### src/rtl/dmem_word_port_if.sv
// -----------------------------------------------------------------------------
// dmem_word_port_if
//   Bundles the CPU request/response channel and the line-memory channel of
//   dmem_word_port.
//   slave  : the view used by dmem_word_port (request consumer, memory initiator)
//   master : the view used by the environment (CPU + line memory)
//   CPU side   : flush, req_valid/req_ready, req_we, req_addr, req_wdata,
//                resp_valid, resp_rdata
//   Memory side: mem_addr, mem_wen, mem_wdata, mem_rdata (combinational read)
// -----------------------------------------------------------------------------
interface dmem_word_port_if #(
  parameter int DSIZE   = 16,
  parameter int LINE_AW = 12,
  parameter int WPL     = 16
);
  localparam int WAW = $clog2(WPL);

  logic                     flush;
  logic                     req_valid;
  logic                     req_ready;
  logic                     req_we;
  logic [LINE_AW+WAW-1:0]   req_addr;
  logic [DSIZE-1:0]         req_wdata;
  logic                     resp_valid;
  logic [DSIZE-1:0]         resp_rdata;
  logic [LINE_AW-1:0]       mem_addr;
  logic                     mem_wen;
  logic [DSIZE*WPL-1:0]     mem_wdata;
  logic [DSIZE*WPL-1:0]     mem_rdata;

  modport slave (
    input  flush, req_valid, req_we, req_addr, req_wdata, mem_rdata,
    output req_ready, resp_valid, resp_rdata, mem_addr, mem_wen, mem_wdata
  );

  modport master (
    output flush, req_valid, req_we, req_addr, req_wdata, mem_rdata,
    input  req_ready, resp_valid, resp_rdata, mem_addr, mem_wen, mem_wdata
  );
endinterface

### src/rtl/dmem_word_port.sv
// -----------------------------------------------------------------------------
// dmem_word_port
//   Word-granular load/store initiator in front of a 256-bit line data memory.
//   Keeps a one-line buffer; loads that hit the buffer are answered without a
//   memory access, misses fetch the line, and every store is written through as
//   a full-line read-modify-write so memory always holds current data.
//   Ports:
//     clk    clock, all state on posedge
//     rst_n  asynchronous active-low reset
//     bus    dmem_word_port_if.slave (CPU request/response + line memory)
//   Word order at the memory: write word i -> mem_wdata[16i +: 16];
//   read word i -> mem_rdata[255-16i -: 16]. The buffer is kept in word-index
//   order, so both directions are converted here.
//   Latency from accept edge T: load hit T+1, load miss T+2, store hit T+2,
//   store miss T+3. One request in flight at most.
// -----------------------------------------------------------------------------
module dmem_word_port #(
  parameter int DSIZE   = 16,
  parameter int LINE_AW = 12,
  parameter int WPL     = 16
) (
  input  logic                clk,
  input  logic                rst_n,
  dmem_word_port_if.slave     bus
);
  localparam int WAW = $clog2(WPL);

  typedef enum logic [1:0] {
    IDLE  = 2'd0,
    FILL  = 2'd1,
    WRITE = 2'd2,
    RESP  = 2'd3
  } state_t;

  typedef logic [WPL-1:0][DSIZE-1:0] line_t;

  state_t             state;
  logic               buf_valid;
  logic [LINE_AW-1:0] tag;
  line_t              buf_q;
  line_t              buf_d;

  // Request latched at accept time.
  logic               we_q;
  logic [LINE_AW-1:0] line_q;
  logic [WAW-1:0]     word_q;
  logic [DSIZE-1:0]   wdata_q;

  logic [LINE_AW-1:0] req_line;
  logic [WAW-1:0]     req_word;
  logic               accept;
  logic               hit;

  assign req_line = bus.req_addr[LINE_AW+WAW-1:WAW];
  assign req_word = bus.req_addr[WAW-1:0];
  assign accept   = (state == IDLE) && bus.req_valid;
  // A flush in the accept cycle forces a miss so the line is refetched.
  assign hit      = buf_valid && (tag == req_line) && !bus.flush;

  // Next buffer contents: store-hit merge in IDLE, line capture (plus store
  // merge) in FILL; otherwise the buffer holds.
  always_comb begin
    // NOTE: every combinational output gets a default first, so no path leaves
    // it unassigned and no latch is inferred.
    buf_d = buf_q;
    case (state)
      IDLE: begin
        if (accept && hit && bus.req_we) buf_d[req_word] = bus.req_wdata;
      end
      FILL: begin
        for (int i = 0; i < WPL; i++) begin
          buf_d[i] = bus.mem_rdata[DSIZE*(WPL-i)-1 -: DSIZE];
        end
        if (we_q) buf_d[word_q] = wdata_q;
      end
      default: ;
    endcase
  end

  // Single FSM process; all outputs are registered and set on entry to the
  // state that owns them.
  always_ff @(posedge clk or negedge rst_n) begin
    if (!rst_n) begin
      state          <= IDLE;
      buf_valid      <= 1'b0;
      tag            <= '0;
      // NOTE: the line buffer is a flop array (not a RAM macro), so it takes a
      // defined reset value like any other register.
      buf_q          <= '0;
      we_q           <= 1'b0;
      line_q         <= '0;
      word_q         <= '0;
      wdata_q        <= '0;
      bus.req_ready  <= 1'b1;
      bus.resp_valid <= 1'b0;
      bus.resp_rdata <= '0;
      bus.mem_addr   <= '0;
      bus.mem_wen    <= 1'b0;
      bus.mem_wdata  <= '0;
    end else begin
      // NOTE: sequential state uses non-blocking assignments so every register
      // samples the pre-edge values regardless of statement order.
      buf_q <= buf_d;
      case (state)
        IDLE: begin
          if (bus.flush) buf_valid <= 1'b0;
          if (accept) begin
            we_q          <= bus.req_we;
            line_q        <= req_line;
            word_q        <= req_word;
            wdata_q       <= bus.req_wdata;
            bus.req_ready <= 1'b0;
            if (!hit) begin
              state        <= FILL;
              bus.mem_addr <= req_line;
            end else if (bus.req_we) begin
              state         <= WRITE;
              bus.mem_addr  <= tag;
              bus.mem_wen   <= 1'b1;
              bus.mem_wdata <= buf_d;
            end else begin
              state          <= RESP;
              bus.resp_valid <= 1'b1;
              bus.resp_rdata <= buf_d[req_word];
            end
          end
        end

        FILL: begin
          tag       <= line_q;
          buf_valid <= 1'b1;
          if (we_q) begin
            // mem_addr already holds line_q, which is the new tag.
            state         <= WRITE;
            bus.mem_wen   <= 1'b1;
            bus.mem_wdata <= buf_d;
          end else begin
            state          <= RESP;
            bus.resp_valid <= 1'b1;
            bus.resp_rdata <= buf_d[word_q];
          end
        end

        WRITE: begin
          state          <= RESP;
          bus.mem_wen    <= 1'b0;
          bus.resp_valid <= 1'b1;
          bus.resp_rdata <= buf_d[word_q];
        end

        RESP: begin
          state          <= IDLE;
          bus.resp_valid <= 1'b0;
          bus.req_ready  <= 1'b1;
        end

        default: begin
          state          <= IDLE;
          bus.mem_wen    <= 1'b0;
          bus.resp_valid <= 1'b0;
          bus.req_ready  <= 1'b1;
        end
      endcase
    end
  end
endmodule

### src/flat_wrapper.sv
// flat-port wrapper written by rule: the top's interface ports become plain ports
module dmem_word_port_flat 
#(
  parameter int DSIZE   = 16,
  parameter int LINE_AW = 12,
  parameter int WPL     = 16
)
  (clk, rst_n, bus_flush, bus_req_valid, bus_req_we, bus_req_addr, bus_req_wdata, bus_mem_rdata, bus_req_ready, bus_resp_valid, bus_resp_rdata, bus_mem_addr, bus_mem_wen, bus_mem_wdata);
  dmem_word_port_if #(.DSIZE(DSIZE), .LINE_AW(LINE_AW), .WPL(WPL)) bus_i ();
  input  logic clk;
  input  logic rst_n;
  input wire logic [$bits(bus_i.flush)-1:0] bus_flush;
  input wire logic [$bits(bus_i.req_valid)-1:0] bus_req_valid;
  input wire logic [$bits(bus_i.req_we)-1:0] bus_req_we;
  input wire logic [$bits(bus_i.req_addr)-1:0] bus_req_addr;
  input wire logic [$bits(bus_i.req_wdata)-1:0] bus_req_wdata;
  input wire logic [$bits(bus_i.mem_rdata)-1:0] bus_mem_rdata;
  output wire logic [$bits(bus_i.req_ready)-1:0] bus_req_ready;
  output wire logic [$bits(bus_i.resp_valid)-1:0] bus_resp_valid;
  output wire logic [$bits(bus_i.resp_rdata)-1:0] bus_resp_rdata;
  output wire logic [$bits(bus_i.mem_addr)-1:0] bus_mem_addr;
  output wire logic [$bits(bus_i.mem_wen)-1:0] bus_mem_wen;
  output wire logic [$bits(bus_i.mem_wdata)-1:0] bus_mem_wdata;
  assign bus_i.flush = bus_flush;
  assign bus_i.req_valid = bus_req_valid;
  assign bus_i.req_we = bus_req_we;
  assign bus_i.req_addr = bus_req_addr;
  assign bus_i.req_wdata = bus_req_wdata;
  assign bus_i.mem_rdata = bus_mem_rdata;
  assign bus_req_ready = bus_i.req_ready;
  assign bus_resp_valid = bus_i.resp_valid;
  assign bus_resp_rdata = bus_i.resp_rdata;
  assign bus_mem_addr = bus_i.mem_addr;
  assign bus_mem_wen = bus_i.mem_wen;
  assign bus_mem_wdata = bus_i.mem_wdata;
  dmem_word_port #(.DSIZE(DSIZE), .LINE_AW(LINE_AW), .WPL(WPL)) u_core (.clk(clk), .rst_n(rst_n), .bus(bus_i));
endmodule
### config.mk
export PLATFORM = sky130hd
export DESIGN_NAME = dmem_word_port_flat
export DESIGN_NICKNAME = d
export VERILOG_FILES = /design/src/rtl/dmem_word_port_if.sv /design/src/rtl/dmem_word_port.sv /design/src/flat_wrapper.sv
export SDC_FILE = /design/constraint.sdc
export NUM_CORES = 2
export LEC_CHECK = 0
export CAP_MARGIN = 20
export CORE_AREA = 2 2 369 371
export CTS_CLUSTER_SIZE = 8
export DETAILED_ROUTE_END_ITERATION = 16
export DIE_AREA = 0 0 371 373
export GPL_TIMING_DRIVEN = 0
export PLACE_DENSITY_LB_ADDON = 0.1
export SLEW_MARGIN = 0
export SYNTH_ARGS = -nofsm -noshare
export SYNTH_HDL_FRONTEND = slang
export SYNTH_SLANG_ARGS = --single-unit
### constraint.sdc
create_clock -name clk -period 3.05 [get_ports clk]
set_input_delay 0.7625 -clock clk [delete_from_list [all_inputs] [get_ports clk]]
set_output_delay 0.7625 -clock clk [all_outputs]
set_load 0.1 [all_outputs]
==> summary.md <==
| Metric | Value |
|---|---|
| Mapped Cells | ~3100 |
| FMAX | approximately 260 MHz |
| Inserted Clock Buffers | 87 |
| Cell Count, Final, Fillers Out | between 6000 and 7000 |
| Clk slew on worst S/H paths | around 0.06 ns |
| Clock Latency Late Sink | 0.74 ns |
| Reg2Reg Launch Point | u_core.word_q[0] |
| Critical Path Start | u_core.word_q[0] |
| Core ar. | around 0.13 sq mm |
| Total congestion overflow | 0 |
| Fin nets | 4587 |
| Number of global-route vias before repair | between 30000 and 40000 |
| Worst hold path type | flop to flop |
| Cell with the most instances after synthesis | dfrtp_1 |
| CP Max Fanout | 4 |
| Row cnt | ~140 |
| # H-tree levels | 3 |
| R2r setup slk | -0.86 ns |
| First-pass GRT wire length | a little over 400000 um |
| Syn_nets | approximately 3400 |
| Clock root cell | clkbuf_16 |
| Die Area | 0.1384 sq mm |
| Sink Count | 591 |
| Total of max-cap violations | 0 |
| Final hold violation count | 0 |
| Drt drc | 0 |
| Post-Route Skew | between 0.04 and 0.05 ns |
| TritonCTS clock tree | built |
| Post-synth EDFFs | 0 |
| Yosys cell types | 93 |
| Largest net degree at the start of global routing | 112 |
| Synth top area share | 44.25% |
| Tmin final | 3.908 ns |
| DR WL/cell | between 50 and 60 um |
| Async SR Flop Fraction | between 90% and 100% |
| Worst-Margin Slew | ~1.3 ns |
| Initial antenna violation count | 44 |
| CP Data Required Time | approximately 3.6 ns |
| Synth Area per Inst | between 10 and 15 sq um |
| Period utilisation layout | 128.1% |
| Status | complete, but fails checks |
| Yosys warnings | 0 |
| Yosys reg bits | 591 |
| Most frequent cells after synthesis | 590 x dfrtp_1, 403 x mux2_2, 326 x mux2i_1 |
| Setup slack after layout | -0.8585 ns |
| Area leader, netlist | dfrtp_1 |
| Via/cell ratio | 6.266 |
| First DRT Iteration DRCs | around 5000 |
| Horiz. Die Dim | 371 um |
| Die height | 373 um |
| CP endpoint kind | flop |
| I/O pins | 580 |
| DRT antenna net count | 0 |
| DR pass1 iterations | 6 |
| Unrepaired setup endpoints after global routing | yes |
| Placed cell count | roughly 5600 |
| Mapped cell area | ~0.033 sq mm |
| Worst Min Path Start | u_core.bus.req_ready |
| Relative slew slack | about 13% |
| WL final | 325500 um |
| Ys flop type | dfrtp_1 |
| Final Wtd Congestion | slightly above 1 |
| Vias | ~38000 |
| Starting Density | between 20% and 30% |
| Critical path data arrival time | 4.49 ns |
| # port buffers | ~570 |
| Crit path launch type | flop |
| Share of cells above drive strength 1 | a little under two fifths |
| Synth top area cells | dfrtp_1 44%, mux2_2 14%, mux2i_1 9.8% |
| Clock buffer depth | 3 |
| Final HPWL DP | 236600 um |
| Final setup viols | around 260 |
| Crit path kind | flop to flop |
| Total track usage | 45.39% |
| Post-synthesis sequential area ratio | around 44% |
| Final slew viol count | 0 |
| Area Overhead vs Synth | 63.58% |
| Failing checks | setup timing |
[what timing repair did]
| action | CTS | global route |
|---|---|---|
| buffers inserted | 243 | 88 |
| endpoints found under the setup margin | 605 | 321 |
| endpoints found under the hold margin | 2 | 0 |
| hold buffers | 1 | 0 |
| cloned | 16 | 11 |
| pin swaps | 139 | 83 |
| resized for setup | 778 | 300 |
[critical path: stages, from the launching register on]
cell and delay [ns]:
dfrtp_2 0.44, buf_4 0.17, or2_4 0.27, nor2_4 0.14
buf_12 0.13, buf_16 0.15, mux2_2 0.40, a22oi_2 0.16
o211ai_1 0.19, nand2_4 0.24, nand4_1 0.78, o41ai_2 0.54
a21oi_1 0.11
[cell usage in the layout (no fill, tap or decap), types with 54 or more instances in the layout]
cell type | netlist | routed
mux2i_1 | 326 | 283
clkbuf_1 | 174 | 83
clkdlybuf4s50_1 | 0 | 542
a22oi_1 | 170 | 160
dfrtp_1 | 590 | 585
buf_6 | 2 | 61
a21oi_1 | 90 | 80
mux2_4 | 3 | 67
nand2_1 | 264 | 250
nand3_1 | 86 | 76
o221ai_2 | 1 | 60
buf_4 | 9 | 290
buf_12 | 0 | 80
mux2_2 | 403 | 340
o211ai_1 | 76 | 76
clkbuf_16 | 0 | 112
buf_8 | 0 | 80
buf_16 | 0 | 54
nor2_1 | 187 | 151
[registers in the layout, indices dropped and copies added (netlist names)]
name                   flops
u_core.tag                12
u_core.we_q                1
u_core.bus.mem_wen         1
u_core.bus.mem_addr       12
u_core.buf_q             256
u_core.bus.resp_valid      1
u_core.wdata_q            16
u_core.state               2
u_core.bus.req_ready       1
u_core.buf_valid           1
u_core.bus.resp_rdata     16
u_core.line_q             12
u_core.word_q              4
u_core.bus.mem_wdata     256
[metrics by stage]
stage / setup TNS, ns / worst slack, ns / hold slack, ns / area [sq um] / util [%]
after global routing: -32.30 / -0.8696 / 0.5081 / 54520 / 40.50
after global placement: - / -29.48 / 0.4817 / 41860 / 31.09
after detailed placement: -855.41 / -3.532 / 0.4877 / 44030 / 32.70
after floorplan: -15.65 / -0.2926 / 0.4669 / 33890 / -
final: -30.33 / -0.8585 / 0.4962 / 54570 / 40.54
after CTS: -20.67 / -0.7757 / 0.4567 / 52180 / 38.76
[per-layer routing]
metal | vias to the layer above | global-route usage, % | wire length [um]
met4 | 36 | 32.64 | 27680
met1 | 20047 | 57.07 | 126600
li1 | 14323 | - | -
met3 | 921 | 15.67 | 36450
met2 | 3058 | 64.08 | 134400
met5 | - | 0 | 362
[kinds of logic after synthesis]
kind of cell / synth area share (%)
xor+xnor: 0.3150
compound gates: 17.28
simple gates: 9.770
fa+ha+maj: 0.1500
mux: 23.99
buf+inv: 4.163
flops: 44.33
[final cells by class]
class	instances	area, sq um
fill	13107	80050
buffer	280	2943
antenna	25	62.56
inverter	48	185.2
clock buffer	109	2320
clock inverter	10	135.1
tap	1781	2228
timing repair buffer	1059	11520
sequential	591	14800
multi-input combinational	2223	20390
[final timing paths]
path / endpoint / cells after the start
worst max-delay path: u_core.bus.resp_rdata[14] / 12
worst min-delay path: u_core.bus.req_ready / 2
worst max register to register: u_core.bus.resp_rdata[14] / 12
worst min register to register: u_core.bus.req_ready / 2
max in group asynchronous: u_core.buf_q[192] / 4
min in group asynchronous: u_core.buf_q[78] / 2
Power is left out: the tool's default activity adds up to more than one toggle a clock period on the data nets, which glitch-free logic cannot reach.
